[config.mk]
export PLATFORM = sky130hd
export DESIGN_NAME = pipelined_mac_array_multiplier
export DESIGN_NICKNAME = d
export VERILOG_FILES = /design/src/rtl/mult_pkg.sv /design/src/rtl/mac_array_multiplier_stage.sv /design/src/rtl/pipelined_mac_array_multiplier.sv
export SDC_FILE = /design/constraint.sdc
export NUM_CORES = 2
export LEC_CHECK = 0
export ABC_AREA = 1
export ABC_CLOCK_PERIOD_IN_PS = 6850
export CORE_ASPECT_RATIO = 0.8
export CORE_MARGIN = 2
export CORE_UTILIZATION = 45
export DETAILED_ROUTE_END_ITERATION = 8
export GPL_TIMING_DRIVEN = 0
export SLEW_MARGIN = 20
export SYNTH_ARGS = -nofsm -noshare
export SYNTH_HDL_FRONTEND = slang
export SYNTH_SLANG_ARGS = --single-unit
[constraint.sdc]
create_clock -name clk_i -period 6.85 [get_ports clk_i]
set_input_delay 0.685 -clock clk_i [delete_from_list [all_inputs] [get_ports clk_i]]
set_output_delay 0.685 -clock clk_i [all_outputs]
set_load 0.03 [all_outputs]
[src/rtl/mult_pkg.sv]
`default_nettype none
// ============================================================================
// Module   : mult_pkg
// Purpose  : Shared types and parameter legality check for the MAC multiplier.
// Revision : 1.0
// ============================================================================
package mult_pkg;

    typedef struct packed {
        logic signed_a;
        logic signed_b;
    } mult_mode_t;

    // Operand width must be a power of two (>= 4) split evenly across stages.
    function automatic bit mult_params_ok(input int data_width, input int depth);
        if (data_width < 4)
            return 1'b0;
        if ((data_width & (data_width - 1)) != 0)
            return 1'b0;
        if (depth < 1)
            return 1'b0;
        return (data_width % depth) == 0;
    endfunction

endpackage
`default_nettype wire

[src/rtl/mac_array_multiplier_stage.sv]
`default_nettype none
// ============================================================================
// Module   : mac_array_multiplier_stage
// Purpose  : Combinational slice of the array multiplier retiring a group of
//            multiplier bits; the last slice also applies sign correction.
// Revision : 1.0
// ============================================================================
module mac_array_multiplier_stage
    import mult_pkg::*;
#(
    parameter int DATA_WIDTH     = 32,
    parameter int PIPELINE_DEPTH = 8,
    parameter int STAGE          = 0
) (
    input  logic [DATA_WIDTH-1:0] i_a,
    input  logic [DATA_WIDTH-1:0] i_b,
    input  mult_mode_t            i_mode,
    input  logic [DATA_WIDTH-1:0] i_psum,
    input  logic [DATA_WIDTH-1:0] i_lo,
    output logic [DATA_WIDTH-1:0] o_psum,
    output logic [DATA_WIDTH-1:0] o_lo
);

    localparam int PRODUCT_PER_STAGE = DATA_WIDTH / PIPELINE_DEPTH;
    localparam bit c_LAST            = (STAGE == PIPELINE_DEPTH - 1);

    logic [DATA_WIDTH-1:0] w_hi;
    logic [DATA_WIDTH-1:0] w_lo;
    logic [DATA_WIDTH:0]   w_row;
    logic [DATA_WIDTH-1:0] w_bsel;
    logic [DATA_WIDTH-1:0] w_corr;

    // Unsigned shift-add rows, then a Baugh-Wooley style correction of the
    // upper half: ext(A)*ext(B) = A*B - 2^W*(sa*a_msb*B + sb*b_msb*A) mod 2^2W.
    always_comb begin
        w_hi   = i_psum;
        w_lo   = i_lo;
        w_row  = '0;
        w_bsel = i_b >> (STAGE * PRODUCT_PER_STAGE);
        for (int r = 0; r < PRODUCT_PER_STAGE; r++) begin
            w_row  = {1'b0, w_hi} + (w_bsel[0] ? {1'b0, i_a} : '0);
            w_lo   = {w_row[0], w_lo[DATA_WIDTH-1:1]};
            w_hi   = w_row[DATA_WIDTH:1];
            w_bsel = w_bsel >> 1;
        end
        w_corr = ((i_mode.signed_a && i_a[DATA_WIDTH-1]) ? i_b : '0)
               + ((i_mode.signed_b && i_b[DATA_WIDTH-1]) ? i_a : '0);
        o_psum = c_LAST ? (w_hi - w_corr) : w_hi;
        o_lo   = w_lo;
    end

endmodule
`default_nettype wire

[src/rtl/pipelined_mac_array_multiplier.sv]
`default_nettype none
// ============================================================================
// Module   : pipelined_mac_array_multiplier
// Purpose  : Elastic pipelined array multiplier with tag sideband and a single
//            global advance (stall) signal.
// Revision : 1.0
// ============================================================================
module pipelined_mac_array_multiplier
    import mult_pkg::*;
#(
    parameter int DATA_WIDTH     = 32,
    parameter int PIPELINE_DEPTH = 8,
    parameter int TAG_WIDTH      = 4
) (
    input  logic                      clk_i,
    input  logic                      rst_i,
    input  logic [DATA_WIDTH-1:0]     multiplicand_i,
    input  logic [DATA_WIDTH-1:0]     multiplier_i,
    input  logic                      signed_a_i,
    input  logic                      signed_b_i,
    input  logic [TAG_WIDTH-1:0]      tag_i,
    input  logic                      valid_i,
    output logic                      ready_o,
    output logic [2*DATA_WIDTH-1:0]   product_o,
    output logic [TAG_WIDTH-1:0]      tag_o,
    output logic                      valid_o,
    input  logic                      ready_i,
    output logic                      busy_o
);

    if (!mult_params_ok(DATA_WIDTH, PIPELINE_DEPTH)) begin : g_param_check
        $error("pipelined_mac_array_multiplier: illegal DATA_WIDTH/PIPELINE_DEPTH");
    end

    // w_st_* are the values entering stage i (ports for stage 0).
    logic [DATA_WIDTH-1:0]     w_st_a    [PIPELINE_DEPTH];
    logic [DATA_WIDTH-1:0]     w_st_b    [PIPELINE_DEPTH];
    mult_mode_t                w_st_mode [PIPELINE_DEPTH];
    logic [DATA_WIDTH-1:0]     w_st_psum [PIPELINE_DEPTH];
    logic [DATA_WIDTH-1:0]     w_st_lo   [PIPELINE_DEPTH];
    logic [TAG_WIDTH-1:0]      w_st_tag  [PIPELINE_DEPTH];
    logic [PIPELINE_DEPTH-1:0] w_st_vld;
    logic [DATA_WIDTH-1:0]     w_nx_psum [PIPELINE_DEPTH];
    logic [DATA_WIDTH-1:0]     w_nx_lo   [PIPELINE_DEPTH];
    logic [PIPELINE_DEPTH-1:0] w_reg_vld;
    logic                      w_advance;

    assign w_advance = !valid_o || ready_i;
    assign ready_o   = w_advance;
    assign busy_o    = |w_reg_vld;

    assign w_st_a[0]    = multiplicand_i;
    assign w_st_b[0]    = multiplier_i;
    assign w_st_mode[0] = '{signed_a: signed_a_i, signed_b: signed_b_i};
    assign w_st_psum[0] = '0;
    assign w_st_lo[0]   = '0;
    assign w_st_tag[0]  = tag_i;
    assign w_st_vld[0]  = valid_i;

    for (genvar gi = 0; gi < PIPELINE_DEPTH; gi++) begin : g_stage
        mac_array_multiplier_stage #(
            .DATA_WIDTH     (DATA_WIDTH),
            .PIPELINE_DEPTH (PIPELINE_DEPTH),
            .STAGE          (gi)
        ) u_stage (
            .i_a    (w_st_a[gi]),
            .i_b    (w_st_b[gi]),
            .i_mode (w_st_mode[gi]),
            .i_psum (w_st_psum[gi]),
            .i_lo   (w_st_lo[gi]),
            .o_psum (w_nx_psum[gi]),
            .o_lo   (w_nx_lo[gi])
        );

        if (gi < PIPELINE_DEPTH - 1) begin : g_mid
            logic [DATA_WIDTH-1:0] r_a;
            logic [DATA_WIDTH-1:0] r_b;
            mult_mode_t            r_mode;
            logic [DATA_WIDTH-1:0] r_psum;
            logic [DATA_WIDTH-1:0] r_lo;
            logic [TAG_WIDTH-1:0]  r_tag;
            logic                  r_vld;

            always_ff @(posedge clk_i) begin
                if (rst_i)
                    r_vld <= 1'b0;
                else if (w_advance)
                    r_vld <= w_st_vld[gi];
            end

            // Data only loads with a valid op, so bubbles never pull in X.
            always_ff @(posedge clk_i) begin
                if (w_advance && w_st_vld[gi]) begin
                    r_a    <= w_st_a[gi];
                    r_b    <= w_st_b[gi];
                    r_mode <= w_st_mode[gi];
                    r_psum <= w_nx_psum[gi];
                    r_lo   <= w_nx_lo[gi];
                    r_tag  <= w_st_tag[gi];
                end
            end

            assign w_st_a[gi+1]    = r_a;
            assign w_st_b[gi+1]    = r_b;
            assign w_st_mode[gi+1] = r_mode;
            assign w_st_psum[gi+1] = r_psum;
            assign w_st_lo[gi+1]   = r_lo;
            assign w_st_tag[gi+1]  = r_tag;
            assign w_st_vld[gi+1]  = r_vld;
            assign w_reg_vld[gi]   = r_vld;
        end else begin : g_last
            logic [DATA_WIDTH-1:0] r_hi;
            logic [DATA_WIDTH-1:0] r_lo;
            logic [TAG_WIDTH-1:0]  r_tag;
            logic                  r_vld;

            always_ff @(posedge clk_i) begin
                if (rst_i) begin
                    r_vld <= 1'b0;
                    r_hi  <= '0;
                    r_lo  <= '0;
                    r_tag <= '0;
                end else if (w_advance) begin
                    r_vld <= w_st_vld[gi];
                    if (w_st_vld[gi]) begin
                        r_hi  <= w_nx_psum[gi];
                        r_lo  <= w_nx_lo[gi];
                        r_tag <= w_st_tag[gi];
                    end
                end
            end

            assign product_o     = {r_hi, r_lo};
            assign tag_o         = r_tag;
            assign valid_o       = r_vld;
            assign w_reg_vld[gi] = r_vld;
        end
    end

endmodule
`default_nettype wire

==> results_tabular.tex <==
\begin{tabular}{lr}
\hline
Metric & Value \\
\hline
\multicolumn{2}{l}{\textbf{Run status}} \\
\quad Status & complete, but fails checks \\
\quad Violated checks & setup timing \\
\multicolumn{2}{l}{\textbf{Logic synthesis}} \\
\quad Synthesized area & 94810 um\^{}2 \\
\quad Async SR Flop Fraction & 0\% \\
\quad Share of the synthesized area in compound gates (AO/OA/AOI/OAI) & 15.06\% \\
\quad Register area share after synthesis & 27.77\% \\
\quad Adder-cell share of the synthesized area & 14.80\% \\
\quad Post-synthesis register bit count & 902 \\
\quad Prevailing post-synth register cell & sky130\_fd\_sc\_hd\_\_edfxtp\_1 \\
\quad Share of the synthesized netlist area taken by xor and xnor gates & 7.991\% \\
\quad Post-synthesis net count & 14750 \\
\quad Cells after Synth & 13590 \\
\quad Most used standard cell by instance count after synthesis & sky130\_fd\_sc\_hd\_\_nand2\_1 \\
\quad Simple logic cell fraction of the synthesized area & 24.41\% \\
\quad Library cell with the largest summed area after synthesis & sky130\_fd\_sc\_hd\_\_edfxtp\_1 \\
\quad Number of flops mapped to enable cells by yosys & 826 \\
\quad Biggest area contributors in the synthesized netlist & sky130\_fd\_sc\_hd\_\_edfxtp\_1, sky130\_fd\_sc\_hd\_\_nand2\_1, sky130\_fd\_sc\_hd\_\_ha\_1 \\
\quad Combinational family with the most area after synthesis & simple AND/OR/NAND/NOR gates \\
\quad Most used standard cells in the synthesized netlist & sky130\_fd\_sc\_hd\_\_nand2\_1, sky130\_fd\_sc\_hd\_\_inv\_1, sky130\_fd\_sc\_hd\_\_nor2\_1 \\
\quad Warnings, synthesis & 0 \\
\quad Proportion of netlist area held by the largest area contributor & 26.16\% \\
\quad Count of cell types in the netlist & 56 \\
\quad Share of cell area taken by muxes after synthesis & 0\% \\
\quad Avg Inst Size Synth & 6.975 um\^{}2 \\
\multicolumn{2}{l}{\textbf{Route}} \\
\quad Number of remaining DRC errors & 0 \\
\quad Average via count per standard cell & 5.402 \\
\quad Number of iterations in the first detailed-routing pass & 7 \\
\quad Via count of the routed design & 93030 \\
\quad 1st-iter DRT viols & 8107 \\
\quad Routed length per instance & 20.01 um \\
\quad Post-detailed-routing wire length & 344500 um \\
\quad Antenna Nets Post-Route & 0 \\
\multicolumn{2}{l}{\textbf{Timing}} \\
\quad Fmax achieved & 123.3 MHz \\
\quad Worst Hold Slack & 370.6 ps \\
\quad Normalized max-slew margin & 23.80\% \\
\quad Unrepaired setup endpoints after global routing & true \\
\quad Final count of hold timing violations & 0 \\
\quad Shortest clock period the worst path allows after layout & 8108 ps \\
\quad Fin crit share & 118.4\% \\
\quad Final setup violation count & 23 \\
\quad Final worst clock skew & 77.38 ps \\
\quad Final Max Tran Viols & 0 \\
\quad Worst-margin pin slew & 1143 ps \\
\quad Post-layout worst setup margin & -1258 ps \\
\multicolumn{2}{l}{\textbf{Pwr}} \\
\quad P\_leak & 0.05933 uW \\
\quad P per Cell Area & 485.5 nW/um\^{}2 \\
\quad Worst supply voltage drop on vdd & 0.8022 mV \\
\multicolumn{2}{l}{\textbf{Min path}} \\
\quad Hold crit path type & flop to flop \\
\multicolumn{2}{l}{\textbf{Critical path}} \\
\quad Worst path arrival time & 8740 ps \\
\quad CP dominant cell by count & sky130\_fd\_sc\_hd\_\_nand2\_2 \\
\quad Capturing instance or port of the critical path & g\_stage[7].g\_last.r\_hi[30]\$\_SDFFE\_PP0P\_ \\
\quad Crit path required time & 7480 ps \\
\quad Maximum fanout along the worst path & 10 \\
\quad Length in cells of the worst reg-to-reg path & 45 \\
\quad Type of element launching the critical path & flop \\
\quad Worst path slowest cell & sky130\_fd\_sc\_hd\_\_fa\_1 \\
\quad Endpoint type of the worst setup path & flop \\
\quad Worst flop-to-flop path startpoint & g\_stage[6].g\_mid.r\_b[28]\$\_DFFE\_PP\_ \\
\quad Delay contributed by the slowest stage of the critical path & 540 ps \\
\quad RR Endpoint & g\_stage[7].g\_last.r\_hi[30]\$\_SDFFE\_PP0P\_ \\
\quad Kind of critical path & flop to flop \\
\quad Flop-to-flop setup slack & -1260 ps \\
\quad Startpoint of the most critical setup path & g\_stage[6].g\_mid.r\_b[28]\$\_DFFE\_PP\_ \\
\multicolumn{2}{l}{\textbf{Placement}} \\
\quad Routability Congestion & 0.9722 \\
\quad Post-DP HPWL & 280000 um \\
\quad Number of buffers inserted by port buffering & 143 \\
\quad Instance area at placement & 100200 um\^{}2 \\
\multicolumn{2}{l}{\textbf{CTS}} \\
\quad Count of hold-fix buffers inserted at cts & 0 \\
\quad Number of CTS-inserted buffers & 97 \\
\quad Clock input transition at the sequential cells of the worst setup and hold paths & 60 ps \\
\quad Clk sinks & 902 \\
\quad Root buffer cell & sky130\_fd\_sc\_hd\_\_clkbuf\_16 \\
\quad Clock insertion delay at the later pin of the skew report & 770 ps \\
\quad CTS HTree Levels & 3 \\
\quad Clock tree from TritonCTS & done \\
\quad Clock buffer depth & 3 \\
\multicolumn{2}{l}{\textbf{Flow run}} \\
\quad Maximum Capacitance Violations & 0 \\
\multicolumn{2}{l}{\textbf{Cells and area}} \\
\quad Share of cells above drive strength 1 & 21.04\% \\
\quad Synthesis-to-layout area growth & 27.12\% \\
\quad Post-route design area & 120500 um\^{}2 \\
\quad Layout net count & 15470 \\
\multicolumn{2}{l}{\textbf{Global routing}} \\
\quad Number of global-route vias before repair & 84600 \\
\quad Pin count of the biggest net entering global routing & 101 \\
\quad Global-route usage over all layers & 30.39\% \\
\quad Global route overflow & 0 \\
\quad First-pass GRT wire length & 506200 um \\
\quad Initial antenna violation count & 20 \\
\multicolumn{2}{l}{\textbf{Floorplanning}} \\
\quad Top-level I/O count & 145 \\
\quad Starting Density & 45.35\% \\
\quad Die Footprint & 214400 um\^{}2 \\
\quad Floorplan die width & 517.2 um \\
\quad Vert. Die Dim & 414.5 um \\
\quad Cell row count & 150 \\
\quad Core area & 209100 um\^{}2 \\
\hline
\end{tabular}
==> worst min-delay path by stage <==
stage                                            start                                      to  slack, ps  cells past startpoint
global placement     g_stage[5].g_mid.r_b[1]$_DFFE_PP_       g_stage[6].g_mid.r_b[1]$_DFFE_PP_        400                      0
CTS                                              rst_i  g_stage[7].g_last.r_hi[5]$_SDFFE_PP0P_        350                      4
finish              g_stage[5].g_mid.r_b[29]$_DFFE_PP_      g_stage[6].g_mid.r_b[29]$_DFFE_PP_        370                      0
floorplan            g_stage[0].g_mid.r_b[0]$_DFFE_PP_       g_stage[1].g_mid.r_b[0]$_DFFE_PP_        400                      0
detailed placement  g_stage[0].g_mid.r_b[21]$_DFFE_PP_      g_stage[1].g_mid.r_b[21]$_DFFE_PP_        400                      0
global route                                     rst_i  g_stage[7].g_last.r_hi[5]$_SDFFE_PP0P_        400                      4
==> kinds of logic after synthesis <==
| logic type | count (synthesis) |
|---|---|
| AO/OA/AOI/OAI | 2487 |
| flip-flops | 902 |
| AND/OR/NAND/NOR | 5737 |
| adder cells (fa/ha/maj) | 1084 |
| XOR/XNOR | 865 |
| buffers and inverters | 2518 |
==> what timing repair did <==
item,CTS,global route
resized for setup,1089,1986
buffers inserted,199,285
pin swaps,303,651
endpoints found under the setup margin,143,149
==> layout make-up <==
cell class / count / area (um^2)
Sequential cell: 902 / 26330
Timing Repair Buffer: 633 / 5466
Inverter: 2386 / 9009
Buffer: 122 / 583.1
Antenna cell: 10 / 25.02
Multi-Input combinational cell: 10170 / 72130
Clock inverter: 71 / 937.1
Fill cell: 19660 / 88560
Tap cell: 2812 / 3518
Clock buffer: 112 / 2525
==> routing by layer <==
metal / vias to the layer above / share of wire [%] / global-route usage (%)
met5: - / 0.0038 / 0
met4: 2 / 2.3 / 6.258
li1: 45780 / - / -
met3: 374 / 6.9 / 4.066
met1: 44030 / 49 / 46.74
met2: 2842 / 42 / 44.80
==> where the power goes <==
part           leakage, uW  total (uW)  internal [uW]  switching (uW)
sequential         0.00821        7960           7660             301
clock              0.00167        5680           3240            2440
combinational       0.0495       44900          16500           28400
total               0.0593       58500          27400           31100
==> worst max-delay path: cells and delay by family (launching register included) <==
| kind | cells | cell delay, ps |
|---|---|---|
| AOI/OAI and AO/OA | 8 | 1230 |
| xor gates and xnor gates | 4 | 880 |
| adders and majority gates | 6 | 2170 |
| buffers and inverters | 7 | 630 |
| DFF | 1 | 410 |
| and+or+nand+nor | 20 | 2710 |
==> registers in the layout, summed over array words and instances, names as in the netlist <==
name / count
g_stage.g_mid.r_b: 224
g_stage.g_mid.r_psum: 224
valid_o: 1
tag_o: 4
g_stage.g_last.r_hi: 32
g_stage.g_mid.r_a: 224
g_stage.g_mid.r_lo: 112
g_stage.g_mid.r_tag: 28
g_stage.g_last.r_lo: 32
g_stage.g_mid.r_mode: 14
g_stage.g_mid.r_vld: 7
==> layout by cell type (no fill, tap or decap), types with 78 or more instances in the layout <==
cell and count:
sky130_fd_sc_hd__nand2_1 3237, sky130_fd_sc_hd__inv_1 2292, sky130_fd_sc_hd__nor2_1 917, sky130_fd_sc_hd__edfxtp_1 826, sky130_fd_sc_hd__a21oi_1 769, sky130_fd_sc_hd__ha_1 619, sky130_fd_sc_hd__xor2_1 532, sky130_fd_sc_hd__buf_4 446
sky130_fd_sc_hd__nand3_1 385, sky130_fd_sc_hd__a21oi_2 369, sky130_fd_sc_hd__nand2_2 358, sky130_fd_sc_hd__o21ai_0 355, sky130_fd_sc_hd__ha_4 252, sky130_fd_sc_hd__nor2_2 198, sky130_fd_sc_hd__a21o_1 171, sky130_fd_sc_hd__xnor2_1 163
sky130_fd_sc_hd__o21ai_1 157, sky130_fd_sc_hd__ha_2 151, sky130_fd_sc_hd__clkdlybuf4s50_1 141, sky130_fd_sc_hd__nand4_1 126, sky130_fd_sc_hd__xor2_2 121, sky130_fd_sc_hd__nor2_4 114, sky130_fd_sc_hd__clkbuf_1 112, sky130_fd_sc_hd__o21bai_1 108
sky130_fd_sc_hd__clkbuf_16 99, sky130_fd_sc_hd__o21ai_2 88, sky130_fd_sc_hd__a21oi_4 81, sky130_fd_sc_hd__inv_2 78
==> per-stage QoR <==
step	std cells	setup slack, ps	util (%)	setup TNS (ps)	total power, uW
after global routing	17220	-1633	57.64	-29230	62770
after CTS	16930	-1315	52.56	-19690	50670
after global placement	16550	-2845	47.81	-129650	42880
after detailed placement	16560	-2787	47.92	-124170	42870
final	17220	-1258	57.64	-19490	58510
after floorplan	13590	-34.25	-	-34.25	33460
Note: power is estimated with default switching activity, not from simulation.
